File: src/rtl/iq_fir_tdm_scheduler_pkg.sv
// Shared definitions for the I/Q time-division FIR scheduler: channel tags,
// issue-FSM encoding and default sample width.
package iq_fir_tdm_scheduler_pkg;

  localparam int   WIDTH_DEF = 16;

  localparam logic CH_I = 1'b0;
  localparam logic CH_Q = 1'b1;

  typedef enum logic [1:0] {
    ST_IDLE   = 2'd0,
    ST_SEND_I = 2'd1,
    ST_SEND_Q = 2'd2
  } tdm_state_e;

endpackage

File: src/rtl/sync_fifo_fwft.sv
// Single-clock first-word-fall-through FIFO; rd_data shows the head whenever
// empty is low. A write while full is accepted only if a read happens too.
module sync_fifo_fwft #(
  parameter int WIDTH = 16,
  parameter int DEPTH = 4
) (
  input  logic                       clk,
  input  logic                       rst_n,
  input  logic                       wr_en,
  input  logic [WIDTH-1:0]           wr_data,
  input  logic                       rd_en,
  output logic [WIDTH-1:0]           rd_data,
  output logic                       full,
  output logic                       empty,
  output logic [$clog2(DEPTH+1)-1:0] count
);

  localparam int AW = $clog2(DEPTH);
  localparam int CW = $clog2(DEPTH+1);

  logic [WIDTH-1:0] mem [DEPTH];
  logic [AW-1:0]    wr_ptr, rd_ptr;
  logic             do_wr, do_rd;

  assign full    = (count == CW'(DEPTH));
  assign empty   = (count == '0);
  assign do_rd   = rd_en & ~empty;
  assign do_wr   = wr_en & (~full | do_rd);
  assign rd_data = mem[rd_ptr];

  always_ff @(posedge clk) begin
    if (do_wr) mem[wr_ptr] <= wr_data;
  end

  always_ff @(posedge clk or negedge rst_n) begin
    if (!rst_n) begin
      wr_ptr <= '0;
      rd_ptr <= '0;
      count  <= '0;
    end else begin
      if (do_wr) wr_ptr <= wr_ptr + 1'b1;
      if (do_rd) rd_ptr <= rd_ptr + 1'b1;
      case ({do_wr, do_rd})
        2'b10:   count <= count + 1'b1;
        2'b01:   count <= count - 1'b1;
        default: count <= count;
      endcase
    end
  end

endmodule

File: src/rtl/iq_fir_tdm_scheduler.sv
// Shares one 2-channel smoothing FIR between I and Q: buffers both branches,
// issues aligned I-then-Q pairs and rebuilds the I_up2/Q_up2 pair on output.
module iq_fir_tdm_scheduler
  import iq_fir_tdm_scheduler_pkg::*;
#(
  parameter int WIDTH      = WIDTH_DEF,
  parameter int FIFO_DEPTH = 4
) (
  input  logic             clk_32M768,
  input  logic             rst_n,
  input  logic [WIDTH-1:0] I_tdata,
  input  logic             I_tvalid,
  input  logic [WIDTH-1:0] Q_tdata,
  input  logic             Q_tvalid,
  output logic [WIDTH-1:0] flt_s_tdata,
  output logic             flt_s_tvalid,
  output logic             flt_s_tlast,
  input  logic             flt_s_tready,
  input  logic [WIDTH-1:0] flt_m_tdata,
  input  logic             flt_m_tvalid,
  input  logic             flt_m_tlast,
  output logic [WIDTH-1:0] I_up2,
  output logic [WIDTH-1:0] Q_up2,
  output logic             vld,
  output logic             in_overflow,
  output logic             sync_err
);

  localparam int CW = $clog2(FIFO_DEPTH+1);

  tdm_state_e       state;
  logic [WIDTH-1:0] i_head, q_head, i_hold;
  logic             i_full, i_empty, q_full, q_empty;
  logic [CW-1:0]    i_cnt, q_cnt;
  logic             pop, i_wr, q_wr, i_more, q_more;
  logic             out_phase;

  // Both FIFOs pop together on the Q handshake, keeping I_k paired with Q_k.
  assign pop  = (state == ST_SEND_Q) & flt_s_tready;
  assign i_wr = I_tvalid & (~i_full | pop);
  assign q_wr = Q_tvalid & (~q_full | pop);

  assign i_more = (i_cnt > CW'(1)) | i_wr;
  assign q_more = (q_cnt > CW'(1)) | q_wr;

  sync_fifo_fwft #(.WIDTH(WIDTH), .DEPTH(FIFO_DEPTH)) u_i_fifo (
    .clk     (clk_32M768),
    .rst_n   (rst_n),
    .wr_en   (i_wr),
    .wr_data (I_tdata),
    .rd_en   (pop),
    .rd_data (i_head),
    .full    (i_full),
    .empty   (i_empty),
    .count   (i_cnt)
  );

  sync_fifo_fwft #(.WIDTH(WIDTH), .DEPTH(FIFO_DEPTH)) u_q_fifo (
    .clk     (clk_32M768),
    .rst_n   (rst_n),
    .wr_en   (q_wr),
    .wr_data (Q_tdata),
    .rd_en   (pop),
    .rd_data (q_head),
    .full    (q_full),
    .empty   (q_empty),
    .count   (q_cnt)
  );

  // Heads only move on pop, so tdata stays stable while tready is low.
  assign flt_s_tdata = !flt_s_tvalid ? '0 : (flt_s_tlast ? q_head : i_head);

  always_ff @(posedge clk_32M768 or negedge rst_n) begin
    if (!rst_n) begin
      state        <= ST_IDLE;
      flt_s_tvalid <= 1'b0;
      flt_s_tlast  <= 1'b0;
    end else begin
      case (state)
        ST_IDLE: begin
          if (!i_empty && !q_empty) begin
            state        <= ST_SEND_I;
            flt_s_tvalid <= 1'b1;
            flt_s_tlast  <= 1'b0;
          end
        end
        ST_SEND_I: begin
          if (flt_s_tready) begin
            state       <= ST_SEND_Q;
            flt_s_tlast <= 1'b1;
          end
        end
        ST_SEND_Q: begin
          if (flt_s_tready) begin
            flt_s_tlast <= 1'b0;
            if (i_more && q_more) begin
              state <= ST_SEND_I;
            end else begin
              state        <= ST_IDLE;
              flt_s_tvalid <= 1'b0;
            end
          end
        end
        default: begin
          state        <= ST_IDLE;
          flt_s_tvalid <= 1'b0;
          flt_s_tlast  <= 1'b0;
        end
      endcase
    end
  end

  // tlast is trusted over out_phase so a filter that was not reset with us
  // realigns on its first Q beat.
  always_ff @(posedge clk_32M768 or negedge rst_n) begin
    if (!rst_n) begin
      out_phase   <= CH_I;
      i_hold      <= '0;
      I_up2       <= '0;
      Q_up2       <= '0;
      vld         <= 1'b0;
      sync_err    <= 1'b0;
      in_overflow <= 1'b0;
    end else begin
      vld <= 1'b0;
      if ((I_tvalid && !i_wr) || (Q_tvalid && !q_wr)) in_overflow <= 1'b1;
      if (flt_m_tvalid) begin
        if (flt_m_tlast != out_phase) sync_err <= 1'b1;
        if (flt_m_tlast) begin
          if (out_phase == CH_Q) begin
            I_up2 <= i_hold;
            Q_up2 <= flt_m_tdata;
            vld   <= 1'b1;
          end
          out_phase <= CH_I;
        end else begin
          i_hold    <= flt_m_tdata;
          out_phase <= CH_Q;
        end
      end
    end
  end

endmodule

File: config.mk
export PLATFORM = sky130hd
export DESIGN_NAME = iq_fir_tdm_scheduler
export DESIGN_NICKNAME = d
export VERILOG_FILES = /design/src/rtl/iq_fir_tdm_scheduler_pkg.sv /design/src/rtl/sync_fifo_fwft.sv /design/src/rtl/iq_fir_tdm_scheduler.sv
export SDC_FILE = /design/constraint.sdc
export NUM_CORES = 1
export LEC_CHECK = 0
export ABC_AREA = 1
export CAP_MARGIN = 20
export CELL_PAD_IN_SITES_DETAIL_PLACEMENT = 0
export CELL_PAD_IN_SITES_GLOBAL_PLACEMENT = 2
export CORE_UTILIZATION = 33
export CTS_CLUSTER_DIAMETER = 100
export DETAILED_ROUTE_END_ITERATION = 10
export PLACE_DENSITY = 0.79
export SYNTH_ARGS = -nofsm -noshare
export SYNTH_HDL_FRONTEND = slang
export SYNTH_SLANG_ARGS = --single-unit
File: constraint.sdc
create_clock -name clk_32M768 -period 2.3 [get_ports clk_32M768]
set_clock_uncertainty 0.2 [all_clocks]
set_input_delay 0.23 -clock clk_32M768 [delete_from_list [all_inputs] [get_ports clk_32M768]]
set_output_delay 0.23 -clock clk_32M768 [all_outputs]
set_load 0.005 [all_outputs]
==> results.json, run 1 <==
{
  "endpoint_kind": "primary output",
  "seq_area_sq_um": 5570,
  "drive_gt1_frac": 0.192,
  "clock_latency_ns": 0.43,
  "core_area_sq_um": 23800,
  "whs_ns": 0.0347,
  "outcome": "complete, no violations",
  "finalWirelength_mm": 17.9,
  "fp.dieH_microns": 159,
  "ys_seq_elements": 197,
  "fin_nets": 934,
  "regToRegSetupSlack_ns": 0.30,
  "holdCritPathClass": "in -> async",
  "path_cells": "inv_4, buf_12, buf_8, nor2_4, nor2_1, o21ai_1, o21ai_1, o21ai_1, nor2_1, buf_2",
  "areaGrowthSynthToFinish_pct": 33.3,
  "vias": 5340,
  "worst-r2r-cell-count": 11,
  "fp.dieW_microns": 159,
  "grt_setup_unrepaired": "yes",
  "ys_seq_area_frac": 0.689,
  "synth_fp_nets": 777,
  "critPathKind": "reg -> out",
  "multiInputGateArea_sq_um": 2260,
  "via_per_inst": 4.48,
  "setup_viol": 0,
  "grtUsageMet2": 0.249,
  "die_area_sq_um": 25100,
  "synth_cell_types": 26,
  "synth_xor_area_frac": 0.0108,
  "dpl.hpwl_mm": 11.6,
  "slew_headroom": 0.749,
  "fmax_mhz": 437,
  "antenna_found_initial": 1,
  "layout_min_cycle_time_ns": 2.29,
  "grt_busiest_layer": "met2",
  "hold_viol_final": 0,
  "initialDrtViolationCount": 233,
  "final_cells": 1193,
  "finalCritPeriodShare": 0.994,
  "wire_per_inst_microns": 15.0,
  "clk_path_buf_depth": 2,
  "port_buffers": 107,
  "drc_errors": 0,
  "root_buffer": "clkbuf_16",
  "clk_pin_slew_ns": 0.08,
  "use_met1": 0.187,
  "finalWorstSetupSlack_ns": 0.0138,
  "critPathArrivalTime_ns": 1.86,
  "synth-compound-area-share": 0.0962,
  "slowest_delay_ns": 0.43,
  "cts_made_buffers": 17,
  "ant_nets": 0,
  "synthMuxAreaShare": 0.0223,
  "drv_slew": 0,
  "p_per_area_nw_per_um2": 1220,
  "cp_common_cell": "o21ai_1",
  "fill_cells": 2187,
  "placed_cells_incl_taps": 1137,
  "start_util": 0.340,
  "grt.met3_usage": 0.0528,
  "vdd_ir_drop_max_uv": 562,
  "synthSimpleGateAreaFrac": 0.108,
  "drv_cap": 0,
  "grt_max_degree": 43,
  "syn_avg_cell_area_sq_um": 11.5,
  "firstDrtPassIters": 4,
  "p_total_mw": 13.1,
  "yosys.area_share.adder": 0.0294,
  "power.leakage_nw": 4.31,
  "num_io_pins": 108,
  "track_usage": 0.152,
  "yosysWarnings": 0,
  "reg2reg_from": "u_q_fifo.count[0]$_DFFE_PN0P_",
  "grt_pass1_vias": 5345,
  "worstMarginPinSlew_ns": 0.377,
  "synthCells": 703,
  "h-tree-depth": 4,
  "required_ns": 1.87,
  "place_congestion": 0.739,
  "finish.utilization": 0.454,
  "cp_max_fo": 5,
  "synth_top_family_by_area": "simple AND/OR/NAND/NOR gates",
  "rows": 56,
  "cts_tree": "yes",
  "critPathSlowestCell": "dfrtp_2",
  "rr_endpoint": "u_q_fifo.count[2]$_DFFE_PN0P_",
  "grt_pass1_wl_mm": 28.2,
  "cts_sinks": 197,
  "post-place-ws_ns": 0.0606,
  "grt.overflow.total": 0,
  "start_kind": "register",
  "syn_area_sq_um": 8090
}
==> area by class of cell <==
class	count	share of cell area
Clock buffer	17	0.0394
Timing Repair Buffer	169	0.162
Inverter	53	0.0189
Clock inverter	15	0.0165
Antenna cell	1	0.000232
Multi-Input combinational cell	422	0.209
Sequential cell	197	0.517
Tap cell	319	0.0370
==> kinds of logic after synthesis <==
logic type | after synthesis
fa+ha+maj | 19
xor+xnor | 10
flops | 197
buf+inv | 84
simple gates | 222
mux | 16
compound gates | 155
==> how the worst max path moves through the flow <==
stage          cells after the start  slack, ns                            from                            to
2_1_floorplan                      7       0.07   u_i_fifo.count[0]$_DFFE_PN0P_  u_i_fifo.mem[0][0]$_DFFE_PP_
4_1_cts                            9      -0.06  u_i_fifo.rd_ptr[0]$_DFFE_PN0P_               flt_s_tdata[15]
3_5_place_dp                       9       0.06  u_q_fifo.rd_ptr[0]$_DFFE_PN0P_                flt_s_tdata[2]
3_3_place_gp                       6       0.07  u_q_fifo.rd_ptr[0]$_DFFE_PN0P_                flt_s_tdata[4]
6_report                          10       0.01  u_q_fifo.rd_ptr[0]$_DFFE_PN0P_                flt_s_tdata[2]
5_1_grt                           10      -0.12  u_q_fifo.rd_ptr[0]$_DFFE_PN0P_                flt_s_tdata[2]
==> report_power, final <==
group	internal [mW]	switching, mW
combinational	2.44	2.75
clock	1.48	1.51
sequential	4.61	0.337
total	8.53	4.59
==> cells in the mapped netlist <==
master    number  area share
clkbuf_2       4      0.0025
nor3_1         1     0.00062
o21ai_0       94       0.058
nand2_1       60       0.028
clkbuf_1       7      0.0032
nand3_1        6      0.0037
buf_2         15      0.0093
a21oi_1        3      0.0019
buf_6          2      0.0028
nand3_2        1      0.0012
inv_1         51       0.024
mux2_2        16       0.022
nand2_2        2      0.0015
nor2_1       145       0.067
ha_1          19       0.029
xnor2_1        4      0.0043
xor2_1         6      0.0065
buf_4          2      0.0019
dfrtp_1       69        0.21
buf_1          1     0.00046
nor2_2         6      0.0046
a21o_1         1     0.00093
inv_2          2     0.00093
edfxtp_1     128        0.48
nand3b_1       1     0.00093
o21ai_1       57       0.035
==> flip-flops by register name, summed over array words and instances, names as in the netlist <==
register / count
flt_s_tvalid: 1
u_q_fifo.mem: 64
sync_err: 1
Q_up2: 16
I_up2: 16
u_i_fifo.rd_ptr: 2
in_overflow: 1
out_phase: 1
flt_s_tlast: 1
vld: 1
u_i_fifo.mem: 64
u_q_fifo.count: 3
u_q_fifo.rd_ptr: 2
i_hold: 16
u_q_fifo.wr_ptr: 2
u_i_fifo.wr_ptr: 2
state: 1
u_i_fifo.count: 3
==> metal layers <==
layer | vias to the layer above | routed length, microns
met5 | - | 0
met4 | 0 | 216
met3 | 14 | 1290
met2 | 115 | 8470
met1 | 2521 | 7870
li1 | 2690 | -
==> critical path, delay by kind of cell (launching register included) <==
family                 cells  cell delay, ns
buffers and inverters      4            0.47
DFF                        1            0.43
and+or+nand+nor            3            0.26
AOI/OAI and AO/OA          3            0.26
==> through the flow <==
stage | TNS (ns) | area [sq um]
6_report | 0 | 10800
5_1_grt | -0.809 | 10800
4_1_cts | -0.162 | 10700
3_5_place_dp | 0 | 9850
3_3_place_gp | 0 | 9850
2_1_floorplan | 0 | 8090
==> what timing repair did <==
item | in CTS | in global routing
hold endpoints to repair | 69 | 0
pin swaps | 29 | 22
endpoints found under the setup margin | 16 | 15
resized for setup | 108 | 23
buffers inserted | 18 | 4
hold buffers | 1 | 0
gates cloned | 3 | 0
==> layout by cell type, fill, tap and decap left out, types with 4 or more instances in the layout <==
master | synthesis | layout
nor2_1 | 145 | 130
edfxtp_1 | 128 | 128
clkdlybuf4s50_1 | 0 | 90
o21ai_0 | 94 | 79
dfrtp_1 | 69 | 66
nand2_1 | 60 | 60
o21ai_1 | 57 | 59
inv_1 | 51 | 51
buf_4 | 2 | 34
ha_1 | 19 | 19
nor2_2 | 6 | 18
clkbuf_16 | 0 | 17
buf_2 | 15 | 17
buf_12 | 0 | 17
mux2_2 | 16 | 16
o21ai_2 | 0 | 13
xor2_1 | 6 | 6
nand3_1 | 6 | 6
buf_6 | 2 | 6
xnor2_1 | 4 | 4
inv_8 | 0 | 4
clkinv_8 | 0 | 4
Power figures use the tool's default switching activity.
==> run 2: changes to the inputs <==
Settings changed: CORE_UTILIZATION 33 to 39, PLACE_DENSITY 0.79 to 0.87.
Clock period 2.3 ns to 2.77 ns, I/O delays scaled along.
==> results.json, run 2 (same netlist as run 1, synthesis figures left out) <==
{
  "clock_latency_ns": 0.42,
  "fmax_mhz": 372,
  "reg_top3": "u_i_fifo.mem: 64 flops, u_q_fifo.mem: 64 flops",
  "place_congestion": 0.828,
  "initialDrtViolationCount": 286,
  "regToRegSetupSlack_ns": 0.62,
  "root_buffer": "clkbuf_16",
  "slowest_delay_ns": 0.51,
  "drive_gt1_frac": 0.111,
  "drc_errors": 0,
  "worst-r2r-cell-count": 11,
  "critPathSlowestCell": "clkdlybuf4s50_1",
  "hold_viol_final": 0,
  "track_usage": 0.171,
  "endpoint_kind": "primary output",
  "required_ns": 2.29,
  "start_kind": "register",
  "wire_per_inst_microns": 15.6,
  "slew_headroom": 0.600,
  "layout_min_cycle_time_ns": 2.69,
  "num_io_pins": 108,
  "grt_pass1_wl_mm": 28.1,
  "antenna_found_initial": 1,
  "final_cells": 1112,
  "rows": 52,
  "holdCritPathClass": "in -> async",
  "cp_max_fo": 22,
  "drv_cap": 0,
  "dpl.hpwl_mm": 11.8,
  "fin_nets": 902,
  "core_area_sq_um": 20300,
  "via_per_inst": 4.76,
  "grt_max_degree": 49,
  "layout_common_cells": "nor2_1, edfxtp_1, clkdlybuf4s50_1",
  "h-tree-depth": 4,
  "final_common_cell": "nor2_1",
  "firstDrtPassIters": 7,
  "clk_path_buf_depth": 2,
  "critPathArrivalTime_ns": 2.21,
  "placed_cells_incl_taps": 1074,
  "areaGrowthSynthToFinish_pct": 25.6,
  "worstMarginPinSlew_ns": 0.600,
  "crit_path_start": "u_q_fifo.rd_ptr[0]$_DFFE_PN0P_",
  "grt_pass1_vias": 5479,
  "die_area_sq_um": 21300,
  "ant_nets": 0,
  "rr_endpoint": "u_q_fifo.count[2]$_DFFE_PN0P_",
  "port_buffers": 107,
  "path_cells": "inv_2, buf_12, nor2_1, nor2_1, o21ai_0, o21ai_1, o21ai_0, nor2_1, clkdlybuf4s50_1",
  "finalWirelength_mm": 17.3,
  "start_util": 0.398,
  "cp_common_cell": "nor2_1",
  "cts_sinks": 197,
  "fp.dieH_microns": 146,
  "outcome": "complete, no violations",
  "drv_slew": 0,
  "finalCritPeriodShare": 0.969,
  "cts_made_buffers": 17,
  "vdd_ir_drop_max_uv": 433,
  "reg2reg_from": "u_q_fifo.count[0]$_DFFE_PN0P_",
  "grt_setup_unrepaired": "yes",
  "power.leakage_nw": 4.05,
  "cts_tree": "yes",
  "vias": 5297,
  "critPathKind": "reg -> out",
  "fp.dieW_microns": 146,
  "finish.utilization": 0.501,
  "p_per_area_nw_per_um2": 988,
  "clk_pin_slew_ns": 0.07,
  "setup_viol": 0,
  "grt.overflow.total": 0
}
==> run 2: cell count changes in the layout (fill, tap and decap cells not counted), moves of 8 or more <==
cell / change
buf_12: -15
o21ai_2: -12
clkdlybuf4s50_1: +12
buf_4: -8
buf_2: -16
nor2_1: +14
nor2_2: -11
o21ai_0: +14
==> run 2: metal layers <==
| metal | track usage | up-vias | part of all wire | wire [microns] |
|---|---|---|---|---|
| li1 | - | 2618 | - | - |
| met2 | 0.290 | 149 | 0.49 | 8520 |
| met3 | 0.0618 | 11 | 0.076 | 1330 |
| met1 | 0.206 | 2519 | 0.42 | 7320 |
| met4 | 0.0453 | 0 | 0.0097 | 168 |
| met5 | 0 | - | 0 | 0 |
==> run 2: repair_timing <==
action,CTS,global route
cloned,0,0
resized for setup,6,8
pin swaps,1,3
endpoints found under the hold margin,21,0
hold buffers,1,0
endpoints found under the setup margin,12,14
setup buffers,2,2
==> run 2: where the power goes <==
group          switching (mW)  total, mW  internal (mW)
clock network            1.12       2.28           1.17
registers               0.337       4.17           3.83
logic                    2.01       3.59           1.59
total                    3.46       10.0           6.58
==> run 2: stage by stage <==
step	hold slack [ns]	area, sq um	worst slack [ns]	power [mW]	setup TNS, ns
floorplan	-0.219	8090	0.541	6.19	0
global route	0.186	10200	-0.104	10.7	-0.277
global placement	0.0825	9530	0.362	7.66	0
CTS	0.171	10100	0.0332	10.1	0
finish	0.164	10200	0.0850	10.0	0
detailed placement	0.0962	9530	0.333	7.78	0
==> run 2: worst max path at each step <==
stage                     slack, ns                           end  cells after the start
after floorplan                0.54  u_i_fifo.mem[0][0]$_DFFE_PP_                      7
after detailed placement       0.33                flt_s_tdata[2]                      6
after CTS                      0.03                flt_s_tdata[4]                      9
after global routing          -0.10                flt_s_tdata[1]                      9
after global placement         0.36                flt_s_tdata[4]                      6
final                          0.08                flt_s_tdata[1]                      9
==> run 2: final cells by class <==
type	count	area (sq um)
sequential	197	5570
clock buffer	17	425
tap	270	338
multi-input combinational	422	2160
clock inverter	15	125
timing repair buffer	137	1330
fill	1814	10100
inverter	53	203
antenna	1	2.50
==> run 2: critical path, delay by kind of cell, from the launching register on <==
kind | cells | cell delay, ns
and+or+nand+nor | 3 | 0.27
buffers and inverters | 3 | 0.76
AOI/OAI and AO/OA | 3 | 0.29
DFF | 1 | 0.44
